`src/rtl/pipe_arb_pkg.sv`:
```
// Shared defaults and helpers for the pipelined round-robin arbiter.
package pipe_arb_pkg;

  localparam int unsigned DEF_NREQ   = 4;
  localparam int unsigned DEF_DWIDTH = 32;

  // Increment with wrap at n, valid for any n (not just powers of two).
  function automatic int unsigned rr_next(input int unsigned idx, input int unsigned n);
    return (idx + 32'd1 >= n) ? 32'd0 : idx + 32'd1;
  endfunction

endpackage

```
`src/rtl/pipe_rr_arbiter_if.sv`:
```
// Upstream (per-requester) and downstream handshake bundle for pipe_rr_arbiter.
interface pipe_rr_arbiter_if #(
  parameter int unsigned NREQ   = 4,
  parameter int unsigned DWIDTH = 32
);
  localparam int unsigned SRCW = $clog2(NREQ);

  logic [NREQ-1:0]   i_valid;
  logic [DWIDTH-1:0] i_data [NREQ];
  logic [NREQ-1:0]   o_ready;
  logic [DWIDTH-1:0] o_data;
  logic [SRCW-1:0]   o_src;
  logic              o_valid;
  logic              i_ready;

  // slave: the arbiter; master: the producers/consumer around it
  modport slave  (input i_valid, i_data, i_ready, output o_ready, o_data, o_src, o_valid);
  modport master (output i_valid, i_data, i_ready, input o_ready, o_data, o_src, o_valid);
endinterface

```
`src/rtl/pipe_arb_rr_pick.sv`:
```
// Combinational rotate/priority scan: first set req bit at or after ptr, wrapping.
module pipe_arb_rr_pick #(
  parameter int unsigned NREQ = 4,
  parameter int unsigned SRCW = $clog2(NREQ)
) (
  input  logic [NREQ-1:0] req,
  input  logic [SRCW-1:0] ptr,
  output logic            pick_valid,
  output logic [SRCW-1:0] pick
);

  int unsigned idx;

  always_comb begin
    pick_valid = 1'b0;
    pick       = '0;
    idx        = 0;
    for (int unsigned i = 0; i < NREQ; i++) begin
      idx = 32'(ptr) + i;
      if (idx >= NREQ) idx = idx - NREQ;
      if (!pick_valid && req[SRCW'(idx)]) begin
        pick_valid = 1'b1;
        pick       = SRCW'(idx);
      end
    end
  end

endmodule

```
`src/rtl/pipe_rr_arbiter.sv`:
```
// Round-robin arbiter feeding one registered valid/ready stage.
// Optional stall counter port o_stall_cnt is built when PIPE_ARB_PERF_EN is defined.
module pipe_rr_arbiter
  import pipe_arb_pkg::*;
#(
  parameter int unsigned NREQ   = DEF_NREQ,
  parameter int unsigned DWIDTH = DEF_DWIDTH,
  parameter int unsigned SRCW   = $clog2(NREQ)
) (
  input  logic                    clk,
  input  logic                    reset,
  input  logic                    flush,
  pipe_rr_arbiter_if.slave        bus
`ifdef PIPE_ARB_PERF_EN
  ,
  output logic [31:0]             o_stall_cnt
`endif
);

  logic              valid_q;
  logic [DWIDTH-1:0] data_q;
  logic [SRCW-1:0]   src_q;
  logic [SRCW-1:0]   ptr;
  logic              load;
  logic              pick_valid;
  logic [SRCW-1:0]   pick;

  pipe_arb_rr_pick #(
    .NREQ (NREQ),
    .SRCW (SRCW)
  ) u_pick (
    .req        (bus.i_valid),
    .ptr        (ptr),
    .pick_valid (pick_valid),
    .pick       (pick)
  );

  assign load = (bus.i_ready || !valid_q) && !reset && !flush;

  // The pick is always a valid requester, so a grant is also a transfer.
  always_comb begin
    bus.o_ready = '0;
    if (load && pick_valid) bus.o_ready[pick] = 1'b1;
  end

  always_ff @(posedge clk) begin
    if (reset) begin
      valid_q <= 1'b0;
      data_q  <= '0;
      src_q   <= '0;
      ptr     <= '0;
    end else if (flush) begin
      valid_q <= 1'b0;
    end else if (load) begin
      if (pick_valid) begin
        valid_q <= 1'b1;
        data_q  <= bus.i_data[pick];
        src_q   <= pick;
        ptr     <= SRCW'(rr_next(32'(pick), NREQ));
      end else begin
        valid_q <= 1'b0;
      end
    end
  end

  assign bus.o_valid = valid_q;
  assign bus.o_data  = data_q;
  assign bus.o_src   = src_q;

`ifdef PIPE_ARB_PERF_EN
  always_ff @(posedge clk) begin
    if (reset) begin
      o_stall_cnt <= '0;
    end else if (valid_q && !bus.i_ready && (o_stall_cnt != '1)) begin
      o_stall_cnt <= o_stall_cnt + 32'd1;
    end
  end
`endif

endmodule

```
`src/flat_wrapper.sv`:
```
// flat-port wrapper written by rule: the top's interface ports become plain ports
module pipe_rr_arbiter_flat import pipe_arb_pkg::*;
#(
  parameter int unsigned NREQ   = DEF_NREQ,
  parameter int unsigned DWIDTH = DEF_DWIDTH,
  parameter int unsigned SRCW   = $clog2(NREQ)
)
  (clk, reset, flush, bus_i_valid, bus_i_data, bus_i_ready, bus_o_ready, bus_o_data, bus_o_src, bus_o_valid);
  pipe_rr_arbiter_if #(.NREQ(NREQ), .DWIDTH(DWIDTH)) bus_i ();
  input  logic clk;
  input  logic reset;
  input  logic flush;
  input wire logic [$bits(bus_i.i_valid)-1:0] bus_i_valid;
  input wire logic [$bits(bus_i.i_data)-1:0] bus_i_data;
  input wire logic [$bits(bus_i.i_ready)-1:0] bus_i_ready;
  output wire logic [$bits(bus_i.o_ready)-1:0] bus_o_ready;
  output wire logic [$bits(bus_i.o_data)-1:0] bus_o_data;
  output wire logic [$bits(bus_i.o_src)-1:0] bus_o_src;
  output wire logic [$bits(bus_i.o_valid)-1:0] bus_o_valid;
  assign bus_i.i_valid = bus_i_valid;
  assign bus_i.i_data = {>>{bus_i_data}};
  assign bus_i.i_ready = bus_i_ready;
  assign bus_o_ready = bus_i.o_ready;
  assign bus_o_data = bus_i.o_data;
  assign bus_o_src = bus_i.o_src;
  assign bus_o_valid = bus_i.o_valid;
  pipe_rr_arbiter #(.NREQ(NREQ), .DWIDTH(DWIDTH), .SRCW(SRCW)) u_core (.clk(clk), .reset(reset), .flush(flush), .bus(bus_i));
endmodule
```
`config.mk`:
```
export PLATFORM = sky130hd
export DESIGN_NAME = pipe_rr_arbiter_flat
export DESIGN_NICKNAME = d
export VERILOG_FILES = /design/src/rtl/pipe_arb_pkg.sv /design/src/rtl/pipe_rr_arbiter_if.sv /design/src/rtl/pipe_arb_rr_pick.sv /design/src/rtl/pipe_rr_arbiter.sv /design/src/flat_wrapper.sv
export SDC_FILE = /design/constraint.sdc
export NUM_CORES = 1
export LEC_CHECK = 0
export CORE_MARGIN = 2
export CORE_UTILIZATION = 37
export CTS_CLUSTER_DIAMETER = 30
export DETAILED_ROUTE_END_ITERATION = 10
export GPL_TIMING_DRIVEN = 0
export PLACE_DENSITY = 0.94
export SLEW_MARGIN = 25
export SYNTH_ARGS = -nofsm -noshare
export SYNTH_HDL_FRONTEND = slang
export SYNTH_SLANG_ARGS = --single-unit
export TNS_END_PERCENT = 20
```
`constraint.sdc`:
```
create_clock -name clk -period 3.04 [get_ports clk]
set_input_delay 0.456 -clock clk [delete_from_list [all_inputs] [get_ports clk]]
set_output_delay 0.456 -clock clk [all_outputs]
set_load 0.05 [all_outputs]
```
### After elaboration in Yosys (flattened, before gate mapping)

Cells that the tools add are included.

* bits in registers: 37
* input bits: 136
* output and inout port bits: 39

* add/sub/neg operators: 8
* order comparisons: 12
* multiplexer cells: 28
* bitwise operators: 2
* reduce and logical (&&, ||, !) cells: 16

Operator list (count)
* 32-bit binary-select mux with 2-bit select: 1
* 32-bit 2-to-1 mux: 2
* 2-bit 2-to-1 mux: 9
* 3-bit greater-or-equal comparator, second input constant: 5
* 2-bit by 3-bit < comparator with 1-bit output, second input constant: 5
* 1-bit 2-to-1 mux: 10
* 1-bit binary-select mux with 2-bit select: 4
* 2-bit by 1-bit subtractor with 2-bit output, second input constant: 4
* 1-bit logical AND: 7
* 2-bit by 1-bit adder with 3-bit output, second input constant: 2
* 2-bit by 2-bit adder with 3-bit output, second input constant: 2
* 1-bit zero test: 6
* 4-bit 2-to-1 mux: 1
* 2-bit by 3-bit greater-or-equal comparator with 1-bit output, second input constant: 1
* 2-bit inverter with 3-bit output: 1
* 3-bit AND reduction: 1
* 1-bit demux with 2-bit select: 1
* 2-bit by 1-bit greater-or-equal comparator with 1-bit output, second input constant: 1
* 2-bit OR reduction: 1
* 1-bit logical OR: 1
* 1-bit inverter: 1

### Longest topological paths before layout

Gate-level depths: netlist (run 1).

* word-level depth: 19
* mapped depth: 8

### By module

From an unflattened synthesis (run 1), not the netlist that was laid out.

* cells, all modules: 164
* area, all modules: 2202.1 um^2

Modules (own cells, without submodules)
* pipe_rr_arbiter: instances 1, cells an instance 149, area each 2124.5 um^2
* pipe_arb_rr_pick: instances 1, cells an instance 15, area each 77.6 um^2

### Worst setup path before layout (run 1)

Ideal clock, no wire load.

* path type: register to output
* start: reg u_core.valid_q (netlist: u_core.bus.o_valid)
* end: out bus_o_ready[1]
* data arrival time: 2.296 ns
* required time: 2.584 ns
* setup slack: 0.288 ns
* cell stages (with the launch flop): 7
* path through: dfxtp_1 -> nor2b_1 -> or4_4 -> a211o_1 -> buf_6 -> buf_6 -> nor2_1

* cells in the longest elaborated chain, start to end: 6

Ends and longest elaborated chain
* from (decl): line pipe_rr_arbiter.sv:20 `logic valid_q;`
* from (signal assigned): line pipe_rr_arbiter.sv:48 `valid_q <= 1'b0;`
* from (signal assigned): line pipe_rr_arbiter.sv:53 `valid_q <= 1'b0;`
* from (signal assigned): line pipe_rr_arbiter.sv:56 `valid_q <= 1'b1;`
* 1-bit zero test: line pipe_rr_arbiter.sv:38 `assign load = (bus.i_ready || !valid_q) && !reset && !flush;`
* 1-bit logical OR: line pipe_rr_arbiter.sv:38
* 1-bit logical AND (2 in series): line pipe_rr_arbiter.sv:38
* 1-bit logical AND: line pipe_rr_arbiter.sv:43 `if (load && pick_valid) bus.o_ready[pick] = 1'b1;`
* 4-bit 2-to-1 mux: line pipe_rr_arbiter.sv:43
* to (decl): line flat_wrapper.sv:16 `output wire logic [$bits(bus_i.o_ready)-1:0] bus_o_ready;`

No other way between the ends.

### Final worst setup path (run 1)

* start: in bus_i_valid[1]
* end: out bus_o_ready[3]

* cells in the longest elaborated chain, start to end: 17

Ends and longest elaborated chain
* from (decl): line flat_wrapper.sv:13 `input wire logic [$bits(bus_i.i_valid)-1:0] bus_i_valid;`
* 1-bit binary-select mux with 2-bit select: line pipe_arb_rr_pick.sv:21 `if (!pick_valid && req[SRCW'(idx)]) begin`
* 1-bit 2-to-1 mux (not written as such): line pipe_arb_rr_pick.sv:21
* 1-bit 2-to-1 mux: line pipe_arb_rr_pick.sv:21
* 1-bit zero test: line pipe_arb_rr_pick.sv:21
* 1-bit logical AND: line pipe_arb_rr_pick.sv:21
* 1-bit 2-to-1 mux: line pipe_arb_rr_pick.sv:21
* 1-bit zero test: line pipe_arb_rr_pick.sv:21
* 1-bit logical AND: line pipe_arb_rr_pick.sv:21
* 1-bit 2-to-1 mux: line pipe_arb_rr_pick.sv:21
* 1-bit zero test: line pipe_arb_rr_pick.sv:21
* 1-bit logical AND: line pipe_arb_rr_pick.sv:21
* 2-bit 2-to-1 mux: line pipe_arb_rr_pick.sv:21
* 2-bit by 3-bit < comparator with 1-bit output (not written as such) or 2-bit by 1-bit greater-or-equal comparator with 1-bit output (tied branches): line pipe_rr_arbiter.sv:43
* 1-bit logical AND (not written as such): line pipe_rr_arbiter.sv:43
* 1-bit 2-to-1 mux (not written as such): line pipe_rr_arbiter.sv:43
* 1-bit demux with 2-bit select
* 4-bit 2-to-1 mux (*): line pipe_rr_arbiter.sv:43

Mark *: on every way between the ends. The rest lies on a longest branch, timed or not. The select of a mux whose other input is x is not followed.

==> results of run 1 <==
==> power breakdown <==
group / internal, mW / switching (mW)
clock: 0.159 / 0.176
sequential: 0.545 / 0.0331
combinational: 0.392 / 0.440
==> how the worst max path moves through the flow <==
| stage | from | end | cells past startpoint |
|---|---|---|---|
| 4_1_cts | bus_i_valid[2] | bus_o_ready[2] | 10 |
| 2_1_floorplan | u_core.bus.o_valid | bus_o_ready[1] | 6 |
| 3_5_place_dp | bus_i_valid[2] | bus_o_ready[2] | 10 |
| 5_1_grt | bus_i_valid[1] | bus_o_ready[1] | 8 |
| 3_3_place_gp | bus_i_valid[2] | bus_o_ready[2] | 10 |
| 6_report | bus_i_valid[1] | bus_o_ready[3] | 8 |
==> flip-flops by register name, summed over array words and instances, names as in the netlist <==
name	count
u_core.bus.o_data	32
u_core.ptr	2
u_core.bus.o_src	2
u_core.bus.o_valid	1
==> critical path: cells and delay by family <==
kind / cells / cell delay [ns]
buffers and inverters: 4 / 1.09
AO/OA/AOI/OAI: 1 / 0.25
AND/OR/NAND/NOR: 3 / 0.70
==> cell usage in the layout (no fill, tap or decap), types with 3 or more instances in the layout <==
master	count
dfxtp_1	37
a21oi_1	3
buf_6	7
o221ai_2	27
nor2b_1	4
clkbuf_8	5
nand2_1	37
buf_2	8
clkdlybuf4s50_1	169
nor2_1	10
clkbuf_1	4
o221ai_1	5
mux2i_1	64
==> what timing repair did <==
action,in CTS,in global routing
gates resized for setup,20,6
endpoints found under the hold margin,0,0
setup endpoints to repair,4,3
hold buffers,0,0
==> kinds of logic (layout without fill, tap and decap cells) <==
logic type               count (synthesis)  after routing  synth area share (%)
AO/OA/AOI/OAI                           40             40                  21.7
flip-flops                              37             37                  32.0
adder cells (fa/ha/maj)                  1              1                 0.541
AND/OR/NAND/NOR                         60             60                  12.2
buffers and inverters                   21            202                  5.84
multiplexers                            64             64                  27.7
==> layout make-up <==
class,instances,share of cell area (%)
sequential,37,17.5
buffer,19,3.25
clock buffer,6,1.71
clock inverter,2,0.237
inverter,2,0.177
timing repair buffer,173,40.8
tap,75,2.22
multi-input combinational,165,34.1
==> layer usage <==
layer | routed length, um | GRT usage, % | vias to the layer above
met3 | 464 | 6.16 | 14
li1 | - | - | 1198
met5 | 0 | 0 | -
met4 | 164 | 7.15 | 0
met2 | 4360 | 43.4 | 104
met1 | 2980 | 22.7 | 1156
==> per-stage QoR <==
stage	worst slack, ns	util [%]
CTS	0.0335	70.3
floorplan	0.288	-
detailed placement	-0.553	69.1
finish	0.0780	70.6
global placement	-0.565	69.1
global route	0.0113	70.6
==> cell usage after synthesis, types with 2 or more instances <==
library cell  count  area [um2]
clkbuf_1          3        11.3
dfxtp_1          37         741
inv_1             2        7.51
buf_2             9        45.0
nor3_1            2        10.0
a21oi_1           3        15.0
o221ai_1          5        43.8
nor2_1           10        37.5
mux2i_1          64         641
buf_6             5        56.3
o221ai_2         27         405
and2_1            2        12.5
nor2b_1           5        31.3
nand2_1          37         139
buf_4             2        15.0
==> impl_metrics.env, run 1 <==
export IMPL_cts_tree="built"
export IMPL_maxCapViolCount=0
export IMPL_dpl_cell_area_um2=4140
export IMPL_ys_seq_elements=37
export IMPL_start_util_pct=38.6
export IMPL_dp_hpwl_mm=6.52
export IMPL_r2r_cells=7
export IMPL_synth_area_um2=2310
export IMPL_grt_overflow=0
export IMPL_drive_above_1_share_pct=15.1
export IMPL_avgSynthCellArea_um2=10.4
export IMPL_rr_startpoint="u_core.ptr[0]"
export IMPL_fp_dieW_um=83.1
export IMPL_setup_viol=0
export IMPL_synth_warnings=0
export IMPL_synthArstFlopShare_pct=0
export IMPL_status="finished clean"
export IMPL_dr_first_iter_drc_count=45
export IMPL_design_die_area_um2=6900
export IMPL_numCtsBuffers=5
export IMPL_power_ir_vdd_worst_mv=0.237
export IMPL_hold_path_cell_count=2
export IMPL_fin_area_um2=4230
export IMPL_worst_path_max_fanout=10
export IMPL_drt_total_wl_mm=7.96
export IMPL_syn2layout_area_growth_pct=82.9
export IMPL_antenna_found_initial=0
export IMPL_htreeDepth=2
export IMPL_drt_first_pass_iters=4
export IMPL_ant_nets=0
export IMPL_rows=28
export IMPL_gr_usage_all_layers_pct=22.3
export IMPL_place_gp_congestion=0.811
export IMPL_cp_start_kind="input pin"
export IMPL_p_total_mw=1.75
export IMPL_io_pins=175
export IMPL_finalHoldViolations=0
export IMPL_cp_slowest_cell="clkdlybuf4s50_1"
export IMPL_cts_num_sinks=37
export IMPL_syn_inst=223
export IMPL_grt_max_degree=12
export IMPL_antennaDiodeCount=0
export IMPL_slew_violations=0
export IMPL_r2r_setup_slack_ns=1.20
export IMPL_hp_start="reset"
export IMPL_worst_pin_slew_ns=0.547
export IMPL_synthesis_nets=360
export IMPL_slowest_delay_ns=0.56
export IMPL_clock_skew_ns=0.00657
export IMPL_powerDensity_nw_per_um2=412
export IMPL_layout_area_seq_um2=741
export IMPL_cp_cell_sequence="clkdlybuf4s50_1 -> nor4_2 -> or4_4 -> a211o_1 -> buf_6 -> buf_6 -> nor2_1 -> clkbuf_4"
export IMPL_clock_latency_ns=0.28
export IMPL_ys_seq_area_share_pct=32.0
export IMPL_multi_input_area_um2=1440
export IMPL_period_needed_ns=2.96
export IMPL_cp_arrival_ns=2.51
export IMPL_synth_edf_count=0
export IMPL_p_leak_nw=1.59
export IMPL_grt_pass1_wl_mm=12.7
export IMPL_path_common_cell="buf_6"
export IMPL_coreArea_um2=5990
export IMPL_finalCritPeriodShare_pct=97.4
export IMPL_clk_pin_slew_ns=0.08
export IMPL_cts_root_buffer="clkbuf_8"
export IMPL_postCtsSetupBuffers=0
export IMPL_max_freq_mhz=338
export IMPL_timing_hold_ws_ns=0.366
export IMPL_nets=540
export IMPL_tns_ns=0
export IMPL_cp_end_kind="output port"
export IMPL_die_y_um=83.1
export IMPL_hold_end="u_core.bus.o_src[0]"
export IMPL_drc=0
export IMPL_hp_class="in2reg"
export IMPL_instances_no_fill=479
export IMPL_r2r_end="u_core.bus.o_data[20]"
export IMPL_wl_per_cell_um=16.6
export IMPL_grt_pass1_vias=2664
export IMPL_ys_types=25
export IMPL_place_inst=471
export IMPL_worstSetupPathType="in2out"
export IMPL_cts_buffer_depth=2
export IMPL_nFillCells=482
export IMPL_ys_flop_type="dfxtp_1"
export IMPL_port_buffers=173
export IMPL_grt_setup_unrepaired="no"
export IMPL_relSlewSlack_pct=63.4
export IMPL_viasPerCell=5.16
export IMPL_crit_required_ns=2.58
export IMPL_via_count=2472
Power figures use the tool's default switching activity.
==> inputs of run 2 (changes only) <==
--- a/config.mk
+++ b/config.mk
@@ -8,6 +8,7 @@
 export CORE_MARGIN = 2
 export CORE_UTILIZATION = 37
 export CTS_CLUSTER_DIAMETER = 30
+export CTS_CLUSTER_SIZE = 24
 export DETAILED_ROUTE_END_ITERATION = 10
 export GPL_TIMING_DRIVEN = 0
 export PLACE_DENSITY = 0.94
==> results of run 2 <==
Final layout, timing and power as in run 1 (identical DEF).
==> inputs of run 3 (changes only) <==
==> constraint.sdc (replaced) <==
create_clock -name clk -period 3.6 [get_ports clk]
set_input_delay 0.54 -clock clk [delete_from_list [all_inputs] [get_ports clk]]
set_output_delay 0.54 -clock clk [all_outputs]
set_load 0.05 [all_outputs]
==> impl_metrics.env, run 3 (synthesis gave the netlist of run 1 again) <==
export IMPL_cp_start_kind="input pin"
export IMPL_viasPerCell=5.17
export IMPL_die_y_um=83.1
export IMPL_nets=540
export IMPL_postCtsSetupBuffers=0
export IMPL_io_pins=175
export IMPL_startpoint="bus_i_valid[1]"
export IMPL_dp_hpwl_mm=6.52
export IMPL_rr_startpoint="u_core.ptr[0]"
export IMPL_drc=0
export IMPL_hp_class="in2reg"
export IMPL_antenna_found_initial=0
export IMPL_ant_nets=0
export IMPL_coreArea_um2=5990
export IMPL_drt_first_pass_iters=4
export IMPL_power_switching_mw=0.546
export IMPL_crit_end="bus_o_ready[1]"
export IMPL_start_util_pct=38.6
export IMPL_final_common_cell="clkdlybuf4s50_1"
export IMPL_grt_setup_unrepaired="no"
export IMPL_r2r_end="u_core.bus.o_data[12]"
export IMPL_r2r_cells=8
export IMPL_setup_viol=0
export IMPL_grt_pass1_wl_mm=12.7
export IMPL_place_inst=471
export IMPL_largest_reg_flops=32
export IMPL_gr_usage_all_layers_pct=22.3
export IMPL_drt_total_wl_mm=7.92
export IMPL_maxCapViolCount=0
export IMPL_relSlewSlack_pct=63.4
export IMPL_status="finished clean"
export IMPL_grt_max_degree=12
export IMPL_grt_overflow=0
export IMPL_cts_num_sinks=37
export IMPL_finalCritPeriodShare_pct=94.6
export IMPL_rows=28
export IMPL_via_count=2475
export IMPL_dpl_cell_area_um2=4140
export IMPL_power_ir_vdd_worst_mv=0.199
export IMPL_seq_power_share_pct=33.2
export IMPL_cp_arrival_ns=2.86
export IMPL_swShare_pct=37.2
export IMPL_max_freq_mhz=294
export IMPL_wl_per_cell_um=16.5
export IMPL_slew_violations=0
export IMPL_cts_tree="built"
export IMPL_ctsResizeCount=4
export IMPL_hold_path_cell_count=2
export IMPL_port_buffers=173
export IMPL_design_die_area_um2=6900
export IMPL_instances_no_fill=479
export IMPL_worst_path_max_fanout=10
export IMPL_tns_ns=0
export IMPL_clk_pin_slew_ns=0.08
export IMPL_place_gp_congestion=0.811
export IMPL_numCtsBuffers=5
export IMPL_fin_area_um2=4210
export IMPL_cts_buffer_depth=2
export IMPL_cts_hold_buf=0
export IMPL_worstSetupPathType="in2out"
export IMPL_cp_end_kind="output port"
export IMPL_crit_required_ns=3.06
export IMPL_clock_skew_ns=0.00620
export IMPL_r2r_setup_slack_ns=1.69
export IMPL_dr_first_iter_drc_count=44
export IMPL_finalHoldViolations=0
export IMPL_drive_above_1_share_pct=13.9
export IMPL_pwr_share_comb_pct=47.5
export IMPL_powerDensity_nw_per_um2=348
export IMPL_antennaDiodeCount=0
export IMPL_mostFrequentLayoutCells="clkdlybuf4s50_1 (169), mux2i_1 (64), nand2_1 (37), dfxtp_1 (37), o221ai_2 (27)"
export IMPL_syn2layout_area_growth_pct=82.1
export IMPL_grt_pass1_vias=2664
export IMPL_period_needed_ns=3.40
export IMPL_p_int_mw=0.922
export IMPL_power_frac_clock_pct=19.3
export IMPL_p_leak_nw=1.59
export IMPL_fp_dieW_um=83.1
export IMPL_cts_root_buffer="clkbuf_8"
export IMPL_p_total_mw=1.47
export IMPL_htreeDepth=2
export IMPL_worst_pin_slew_ns=0.547
export IMPL_clock_latency_ns=0.28
## run 3: power by group through the flow
stage	clock [mW]	sequential, mW	combinational (mW)
floorplan	0	0.664	0.235
global placement	0	0.494	0.690
detailed placement	0	0.496	0.703
CTS	0.288	0.488	0.703
global route	0.305	0.494	0.735
finish	0.283	0.488	0.697
## run 3: worst min-delay path by stage
stage,from,end
floorplan,u_core.ptr[1],u_core.ptr[1]
global placement,u_core.bus.o_src[1],u_core.bus.o_src[1]
detailed placement,u_core.bus.o_src[1],u_core.bus.o_src[1]
CTS,reset,u_core.bus.o_src[0]
global route,reset,u_core.bus.o_src[0]
finish,reset,u_core.bus.o_src[0]
## run 3: cell type report
cell class	count	area, um2
Multi-Input combinational cell	165	1440
Clock buffer	6	72.6
Tap cell	75	93.8
Clock inverter	2	10.0
Fill cell	480	1780
Buffer	19	128
Timing Repair Buffer	173	1720
Sequential cell	37	741
Inverter	2	7.51
## run 3: critical path, stage by stage
cell and delay, ns:
clkdlybuf4s50_1 0.55, nor4_2 0.10, or4_4 0.51, a211o_1 0.25, buf_6 0.15, buf_6 0.15, nor2_1 0.08, dlygate4sd2_1 0.54
## run 3: per-stage QoR
step	util, %	hold WS [ns]	setup WS, ns
6_report	70.3	0.451	0.196
5_1_grt	70.3	0.437	0.0415
4_1_cts	70.4	0.441	0.0872
3_5_place_dp	69.1	0.446	-0.161
3_3_place_gp	69.1	0.442	-0.173
2_1_floorplan	-	0.514	0.702
## run 3: metal layers
metal / wire, um / GRT usage (%) / part of all wire (%)
met1: 2970 / 22.7 / 37
met2: 4330 / 43.4 / 55
met3: 455 / 6.16 / 5.7
met4: 164 / 7.15 / 2.1
met5: 0 / 0 / 0
